==> config.mk <==
export PLATFORM = sky130hd
export DESIGN_NAME = axil_cmd_master
export DESIGN_NICKNAME = d
export VERILOG_FILES = /design/src/rtl/axil_cmd_master.sv
export SDC_FILE = /design/constraint.sdc
export NUM_CORES = 1
export LEC_CHECK = 0
export ABC_AREA = 1
export CORE_MARGIN = 2
export CORE_UTILIZATION = 26
export CTS_CLUSTER_DIAMETER = 120
export DETAILED_ROUTE_END_ITERATION = 12
export HOLD_SLACK_MARGIN = 0.08
export SLEW_MARGIN = 0
export SYNTH_ARGS = -nofsm -noshare
export SYNTH_HDL_FRONTEND = slang
export SYNTH_SLANG_ARGS = --single-unit
==> constraint.sdc <==
create_clock -name M_AXI_ACLK -period 1.5 [get_ports M_AXI_ACLK]
set_clock_uncertainty 0.15 [all_clocks]
set_input_delay 0.15 -clock M_AXI_ACLK [delete_from_list [all_inputs] [get_ports M_AXI_ACLK]]
set_output_delay 0.15 -clock M_AXI_ACLK [all_outputs]
set_load 0.05 [all_outputs]
==> src/rtl/axil_cmd_master.sv <==
// AXI4-lite initiator: one read or write per accepted command, result returned on a valid/ready port.
// All outputs are registered; a single transaction is in flight, AW and W handshake independently.
module axil_cmd_master #(
  parameter int C_M_AXI_ADDR_WIDTH = 4,
  parameter int C_M_AXI_DATA_WIDTH = 32
) (
  input  logic                              M_AXI_ACLK,
  input  logic                              M_AXI_ARESETN,
  input  logic                              cmd_valid,
  output logic                              cmd_ready,
  input  logic                              cmd_write,
  input  logic [C_M_AXI_ADDR_WIDTH-1:0]     cmd_addr,
  input  logic [C_M_AXI_DATA_WIDTH-1:0]     cmd_wdata,
  input  logic [C_M_AXI_DATA_WIDTH/8-1:0]   cmd_wstrb,
  output logic                              rsp_valid,
  input  logic                              rsp_ready,
  output logic [C_M_AXI_DATA_WIDTH-1:0]     rsp_rdata,
  output logic [1:0]                        rsp_resp,
  output logic [C_M_AXI_ADDR_WIDTH-1:0]     M_AXI_AWADDR,
  output logic                              M_AXI_AWVALID,
  input  logic                              M_AXI_AWREADY,
  output logic [C_M_AXI_DATA_WIDTH-1:0]     M_AXI_WDATA,
  output logic [C_M_AXI_DATA_WIDTH/8-1:0]   M_AXI_WSTB,
  output logic                              M_AXI_WAVLID,
  input  logic                              M_AXI_WREADY,
  input  logic [1:0]                        M_AXI_BRESP,
  input  logic                              M_AXI_BVALID,
  output logic                              M_AXI_BREADY,
  output logic [C_M_AXI_ADDR_WIDTH-1:0]     M_AXI_ARADDR,
  output logic                              M_AXI_ARVALID,
  input  logic                              M_AXI_ARREADY,
  input  logic [C_M_AXI_DATA_WIDTH-1:0]     M_AXI_RDATA,
  input  logic [1:0]                        M_AXI_RRESP,
  input  logic                              M_AXI_RVALID,
  output logic                              M_AXI_RREADY
);

  localparam int SW = C_M_AXI_DATA_WIDTH / 8;

  typedef enum logic [2:0] {IDLE, WRITE, WRESP, READ, RDATA, RESP} state_t;

  state_t state, next_state;

  logic aw_done, w_done;
  logic aw_fin, w_fin, cmd_fire, b_fire, r_fire;

  logic                          cmd_ready_d, rsp_valid_d;
  logic                          awvalid_d, wvalid_d, bready_d, arvalid_d, rready_d;
  logic                          aw_done_d, w_done_d;
  logic [C_M_AXI_ADDR_WIDTH-1:0] awaddr_d, araddr_d;
  logic [C_M_AXI_DATA_WIDTH-1:0] wdata_d, rdata_d;
  logic [SW-1:0]                 wstb_d;
  logic [1:0]                    resp_d;

  // A channel counts as finished if it handshook earlier or is handshaking now.
  assign aw_fin   = aw_done | (M_AXI_AWVALID & M_AXI_AWREADY);
  assign w_fin    = w_done  | (M_AXI_WAVLID & M_AXI_WREADY);
  assign cmd_fire = cmd_valid & cmd_ready;
  assign b_fire   = M_AXI_BVALID & M_AXI_BREADY;
  assign r_fire   = M_AXI_RVALID & M_AXI_RREADY;

  always_ff @(posedge M_AXI_ACLK or negedge M_AXI_ARESETN) begin
    if (!M_AXI_ARESETN) state <= IDLE;
    else                state <= next_state;
  end

  always_comb begin
    next_state = state;
    case (state)
      IDLE:    if (cmd_fire) next_state = cmd_write ? WRITE : READ;
      WRITE:   if (aw_fin && w_fin) next_state = WRESP;
      WRESP:   if (b_fire) next_state = RESP;
      READ:    if (M_AXI_ARVALID && M_AXI_ARREADY) next_state = RDATA;
      RDATA:   if (r_fire) next_state = RESP;
      RESP:    if (rsp_valid && rsp_ready) next_state = IDLE;
      default: next_state = IDLE;
    endcase
  end

  // Registered outputs are derived from the state being entered, so they line up with it.
  always_comb begin
    cmd_ready_d = (next_state == IDLE);
    awvalid_d   = (next_state == WRITE) && !aw_fin;
    wvalid_d    = (next_state == WRITE) && !w_fin;
    aw_done_d   = (next_state == WRITE) && aw_fin;
    w_done_d    = (next_state == WRITE) && w_fin;
    bready_d    = (next_state == WRESP);
    arvalid_d   = (next_state == READ);
    rready_d    = (next_state == RDATA);
    rsp_valid_d = (next_state == RESP);

    awaddr_d = M_AXI_AWADDR;
    wdata_d  = M_AXI_WDATA;
    wstb_d   = M_AXI_WSTB;
    araddr_d = M_AXI_ARADDR;
    rdata_d  = rsp_rdata;
    resp_d   = rsp_resp;

    if (state == IDLE && cmd_fire) begin
      if (cmd_write) begin
        awaddr_d = cmd_addr;
        wdata_d  = cmd_wdata;
        wstb_d   = cmd_wstrb;
      end else begin
        araddr_d = cmd_addr;
      end
    end

    if (state == WRESP && b_fire) begin
      rdata_d = '0;
      resp_d  = M_AXI_BRESP;
    end

    if (state == RDATA && r_fire) begin
      rdata_d = M_AXI_RDATA;
      resp_d  = M_AXI_RRESP;
    end
  end

  always_ff @(posedge M_AXI_ACLK or negedge M_AXI_ARESETN) begin
    if (!M_AXI_ARESETN) begin
      cmd_ready     <= 1'b0;
      rsp_valid     <= 1'b0;
      rsp_rdata     <= '0;
      rsp_resp      <= 2'b00;
      M_AXI_AWADDR  <= '0;
      M_AXI_AWVALID <= 1'b0;
      M_AXI_WDATA   <= '0;
      M_AXI_WSTB    <= '0;
      M_AXI_WAVLID  <= 1'b0;
      M_AXI_BREADY  <= 1'b0;
      M_AXI_ARADDR  <= '0;
      M_AXI_ARVALID <= 1'b0;
      M_AXI_RREADY  <= 1'b0;
      aw_done       <= 1'b0;
      w_done        <= 1'b0;
    end else begin
      cmd_ready     <= cmd_ready_d;
      rsp_valid     <= rsp_valid_d;
      rsp_rdata     <= rdata_d;
      rsp_resp      <= resp_d;
      M_AXI_AWADDR  <= awaddr_d;
      M_AXI_AWVALID <= awvalid_d;
      M_AXI_WDATA   <= wdata_d;
      M_AXI_WSTB    <= wstb_d;
      M_AXI_WAVLID  <= wvalid_d;
      M_AXI_BREADY  <= bready_d;
      M_AXI_ARADDR  <= araddr_d;
      M_AXI_ARVALID <= arvalid_d;
      M_AXI_RREADY  <= rready_d;
      aw_done       <= aw_done_d;
      w_done        <= w_done_d;
    end
  end

endmodule

==> flow_results.xml <==
<?xml version="1.0" encoding="UTF-8"?>
<metrics>
  <group name="drt">
    <metric name="initialDrtViolationCount" unit="">100</metric>
    <metric name="routed-via-count" unit="">3116</metric>
    <metric name="post_drt_via_cell_ratio" unit="">4.35</metric>
    <metric name="drt.antenna.violating_nets" unit="">0</metric>
    <metric name="drt-pass1-iter-count" unit="">4</metric>
    <metric name="route.final.wire_length" unit="um">10600</metric>
    <metric name="drcViolationCount" unit="">0</metric>
    <metric name="wl_per_cell" unit="um">14.8</metric>
  </group>
  <group name="clocking">
    <metric name="cts.htree.levels" unit="">3</metric>
    <metric name="worst_skew_pair.late_latency" unit="ps">340</metric>
    <metric name="clkSlewWorstSetupHoldPaths" unit="ps">70</metric>
    <metric name="cts_made_buffers" unit="">9</metric>
    <metric name="cts-root-buf" unit="">sky130_fd_sc_hd__clkbuf_16</metric>
    <metric name="clock_path_buffers" unit="">2</metric>
    <metric name="cts.sinks" unit="">90</metric>
    <metric name="cts_tree" unit="">built</metric>
  </group>
  <group name="power">
    <metric name="p_per_cell_area" unit="mW/mm^2">2610</metric>
    <metric name="fin_total_pwr" unit="W">0.0189</metric>
    <metric name="peakVddDrop" unit="V">0.00131</metric>
    <metric name="internal_portion_of_total_power" unit="W">0.0108</metric>
    <metric name="power_frac_comb" unit="">0.621</metric>
    <metric name="seq_power_share" unit="">0.258</metric>
    <metric name="p_leak" unit="nW">3.48</metric>
    <metric name="switchingPower" unit="W">0.00810</metric>
    <metric name="swShare" unit="">0.428</metric>
    <metric name="clkPwrFrac" unit="">0.121</metric>
  </group>
  <group name="final_layout">
    <metric name="layout-area-overhead-vs-synth" unit="%">102</metric>
    <metric name="mostFrequentLayoutCell" unit="">sky130_fd_sc_hd__buf_12</metric>
    <metric name="drive_above_1_share" unit="">0.388</metric>
    <metric name="regArea" unit="mm^2">0.00226</metric>
    <metric name="layout.cells.most_common_list" unit="">91 x sky130_fd_sc_hd__buf_12, 89 x sky130_fd_sc_hd__nand2_1, 84 x sky130_fd_sc_hd__clkdlybuf4s50_1</metric>
    <metric name="multi_input_comb_area" unit="mm^2">0.00138</metric>
    <metric name="layout.cells.non_filler" unit="">717</metric>
    <metric name="diodes" unit="">0</metric>
    <metric name="finish.net_count" unit="">622</metric>
    <metric name="fillerInstances" unit="">1134</metric>
    <metric name="post-route-util" unit="">0.544</metric>
  </group>
  <group name="timing">
    <metric name="finalHoldViolations" unit="">0</metric>
    <metric name="setup_tns" unit="ps">-5680</metric>
    <metric name="drv_slew" unit="">0</metric>
    <metric name="final.min_clock_period" unit="ps">1630</metric>
    <metric name="timing_worst_slew_pin_value" unit="ps">551</metric>
    <metric name="maxClockFrequency" unit="GHz">0.613</metric>
    <metric name="finalSetupViolations" unit="">78</metric>
    <metric name="final_critical_path_setup_slack" unit="ps">-133</metric>
    <metric name="grt_setup_unrepaired" unit="">true</metric>
    <metric name="fin_crit_sh" unit="">1.09</metric>
    <metric name="slew_headroom" unit="">0.633</metric>
  </group>
  <group name="min_path">
    <metric name="min-delay-path-class" unit="">input pin to async pin</metric>
  </group>
  <group name="worst_setup_path">
    <metric name="timing.critical_path.required" unit="ps">1580</metric>
    <metric name="worst_setup_path_start_kind" unit="">flip-flop</metric>
    <metric name="crit_path_end_kind" unit="">flip-flop</metric>
    <metric name="critical_path.max_fanout" unit="">8</metric>
    <metric name="worstSetupPathType" unit="">flip-flop to flip-flop</metric>
    <metric name="cp.arrival" unit="ps">1710</metric>
  </group>
  <group name="logic_synthesis">
    <metric name="synth_seq_cells" unit="">90</metric>
    <metric name="synth.yosys.warnings" unit="">0</metric>
    <metric name="avgSynthCellArea" unit="um^2">10.8</metric>
    <metric name="ys_types" unit="">20</metric>
    <metric name="synth_nets" unit="">417</metric>
    <metric name="synth-async-reset-ratio" unit="">1.00</metric>
    <metric name="netlist_instances" unit="">331</metric>
    <metric name="synth_top_cells_by_area" unit="">sky130_fd_sc_hd__dfrtp_1 63%, sky130_fd_sc_hd__nand2_1 9.9%, sky130_fd_sc_hd__mux2_1 9.4%</metric>
    <metric name="synth_top_area_share" unit="">0.627</metric>
    <metric name="yosys_most_used_dff" unit="">sky130_fd_sc_hd__dfrtp_1</metric>
    <metric name="synth_enable_flop_cells" unit="">0</metric>
    <metric name="syn-cell-area" unit="mm^2">0.00359</metric>
    <metric name="synth_seq_area_share" unit="">0.627</metric>
    <metric name="biggest_area_consumer_among_synthesized_cells" unit="">sky130_fd_sc_hd__dfrtp_1</metric>
  </group>
  <group name="die">
    <metric name="core" unit="mm^2">0.0133</metric>
    <metric name="row_count" unit="">42</metric>
    <metric name="boundaryPins" unit="">171</metric>
    <metric name="floorplan.die.height" unit="um">122</metric>
    <metric name="dieArea" unit="mm^2">0.0148</metric>
    <metric name="floorplan.initialDensity" unit="">0.269</metric>
    <metric name="die_x" unit="um">122</metric>
  </group>
  <group name="global_routing">
    <metric name="grt-ovfl-total" unit="">0</metric>
    <metric name="grt_first_pass_wirelength" unit="um">16600</metric>
    <metric name="grt_start_max_net_pins" unit="">49</metric>
    <metric name="first_global_vias" unit="">3209</metric>
    <metric name="total_routing_resource_utilization_after_global_routing" unit="">0.144</metric>
    <metric name="grt_antenna_before_repair" unit="">0</metric>
  </group>
  <group name="placed_design">
    <metric name="place.detailed.instances" unit="">687</metric>
    <metric name="hpwlAfterDp" unit="um">7630</metric>
    <metric name="placer_congestion_estimate" unit="">0.762</metric>
    <metric name="place.port_buffers" unit="">170</metric>
  </group>
  <group name="flow_run">
    <metric name="cap_viol_max_count" unit="">0</metric>
  </group>
  <group name="run_status">
    <metric name="status" unit="">complete, but fails checks</metric>
    <metric name="violations" unit="">negative setup slack</metric>
  </group>
</metrics>
-- cells in the mapped netlist, types with 2 or more instances --
master / n
sky130_fd_sc_hd__nand2_1: 95
sky130_fd_sc_hd__dfrtp_1: 90
sky130_fd_sc_hd__nand3_1: 39
sky130_fd_sc_hd__mux2_1: 30
sky130_fd_sc_hd__inv_1: 18
sky130_fd_sc_hd__nor2_1: 14
sky130_fd_sc_hd__o21ai_0: 13
sky130_fd_sc_hd__buf_2: 8
sky130_fd_sc_hd__mux2_2: 4
sky130_fd_sc_hd__buf_6: 3
sky130_fd_sc_hd__clkbuf_1: 3
sky130_fd_sc_hd__nor2_2: 3
sky130_fd_sc_hd__inv_2: 2
sky130_fd_sc_hd__mux2_4: 2
sky130_fd_sc_hd__nand3_2: 2
-- path summary, 6_finish.rpt --
check | depth (start not counted) | to | from | slack (ps)
max | 5 | M_AXI_WDATA[29]$_DFFE_PN0P_ | state[1]$_DFF_PN0_ | -130
min | 3 | M_AXI_WDATA[28]$_DFFE_PN0P_ | M_AXI_ARESETN | 190
max reg2reg | 5 | M_AXI_WDATA[29]$_DFFE_PN0P_ | state[1]$_DFF_PN0_ | -130
min reg2reg | 2 | M_AXI_ARADDR[2]$_DFFE_PN0P_ | M_AXI_ARADDR[2]$_DFFE_PN0P_ | 400
max in group asynchronous | 3 | cmd_ready$_DFF_PN0_ | M_AXI_ARESETN | 450
min in group M_AXI_ACLK | 3 | rsp_rdata[15]$_DFFE_PN0P_ | M_AXI_RDATA[15] | 200
-- final cells by class --
type,instances,area share
Clock buffer,9,0.0310
Clock inverter,7,0.0105
Inverter,20,0.0110
Multi-Input combinational cell,207,0.190
Sequential cell,90,0.312
Tap cell,176,0.0304
Timing Repair Buffer,208,0.415
-- metal layers --
| metal | GRT usage | part of all wire | vias up | routed length, um |
|---|---|---|---|---|
| met4 | 0.0453 | 0.013 | 0 | 140 |
| met3 | 0.0602 | 0.089 | 10 | 945 |
| li1 | - | - | 1486 | - |
| met1 | 0.178 | 0.41 | 1501 | 4370 |
| met2 | 0.229 | 0.49 | 119 | 5170 |
| met5 | 0 | 0 | - | 0 |
-- metrics by stage --
| step | hold slack, ps | worst slack (ps) | cell area [um^2] |
|---|---|---|---|
| floorplan | -296 | -99.9 | 3660 |
| global placement | -5.92 | -206 | 6580 |
| detailed placement | -2.84 | -206 | 6580 |
| CTS | 177 | -90.2 | 7000 |
| global route | 189 | -186 | 7260 |
| finish | 193 | -133 | 7260 |
-- logic make-up (layout without fill, tap and decap cells) --
| logic type | count (synthesis) | after routing | synth area share |
|---|---|---|---|
| AND/OR/NAND/NOR | 158 | 158 | 0.195 |
| AO/OA/AOI/OAI | 13 | 13 | 0.0181 |
| multiplexers | 36 | 36 | 0.115 |
| flip-flops | 90 | 90 | 0.627 |
| buffers and inverters | 34 | 244 | 0.0446 |
-- sequential cells by signal, summed over array words and instances, names as in the netlist, 2 cells and up --
| register | flops |
|---|---|
| M_AXI_WSTB | 4 |
| M_AXI_ARADDR | 4 |
| M_AXI_AWADDR | 4 |
| rsp_rdata | 32 |
| state | 3 |
| rsp_resp | 2 |
| M_AXI_WDATA | 32 |
-- power by group through the flow --
| stage | sequential, W | clock [W] | combinational (W) |
|---|---|---|---|
| floorplan | 0.00812 | 0 | 0.00165 |
| global placement | 0.00487 | 0 | 0.0109 |
| detailed placement | 0.00490 | 0 | 0.0111 |
| CTS | 0.00489 | 0.00237 | 0.0114 |
| global route | 0.00504 | 0.00249 | 0.0123 |
| finish | 0.00488 | 0.00230 | 0.0118 |
-- critical path, cell delays in order (launching register included) --
cell                        delay, ps
sky130_fd_sc_hd__dfrtp_1          420
sky130_fd_sc_hd__nor2_4           200
sky130_fd_sc_hd__nand4_4          120
sky130_fd_sc_hd__buf_12           170
sky130_fd_sc_hd__clkbuf_16        160
sky130_fd_sc_hd__mux2_4           290
-- repair_timing --
| action | 4_1_cts | 5_1_grt |
|---|---|---|
| pin swaps | 9 | 4 |
| hold buffers | 1 | 0 |
| gates cloned | 0 | 5 |
| resized for setup | 25 | 33 |
| endpoints found under the setup margin | 78 | 82 |
| hold endpoints to repair | 90 | 0 |
| buffers inserted | 4 | 4 |
No activity file was read; power rests on OpenSTA's default activity.
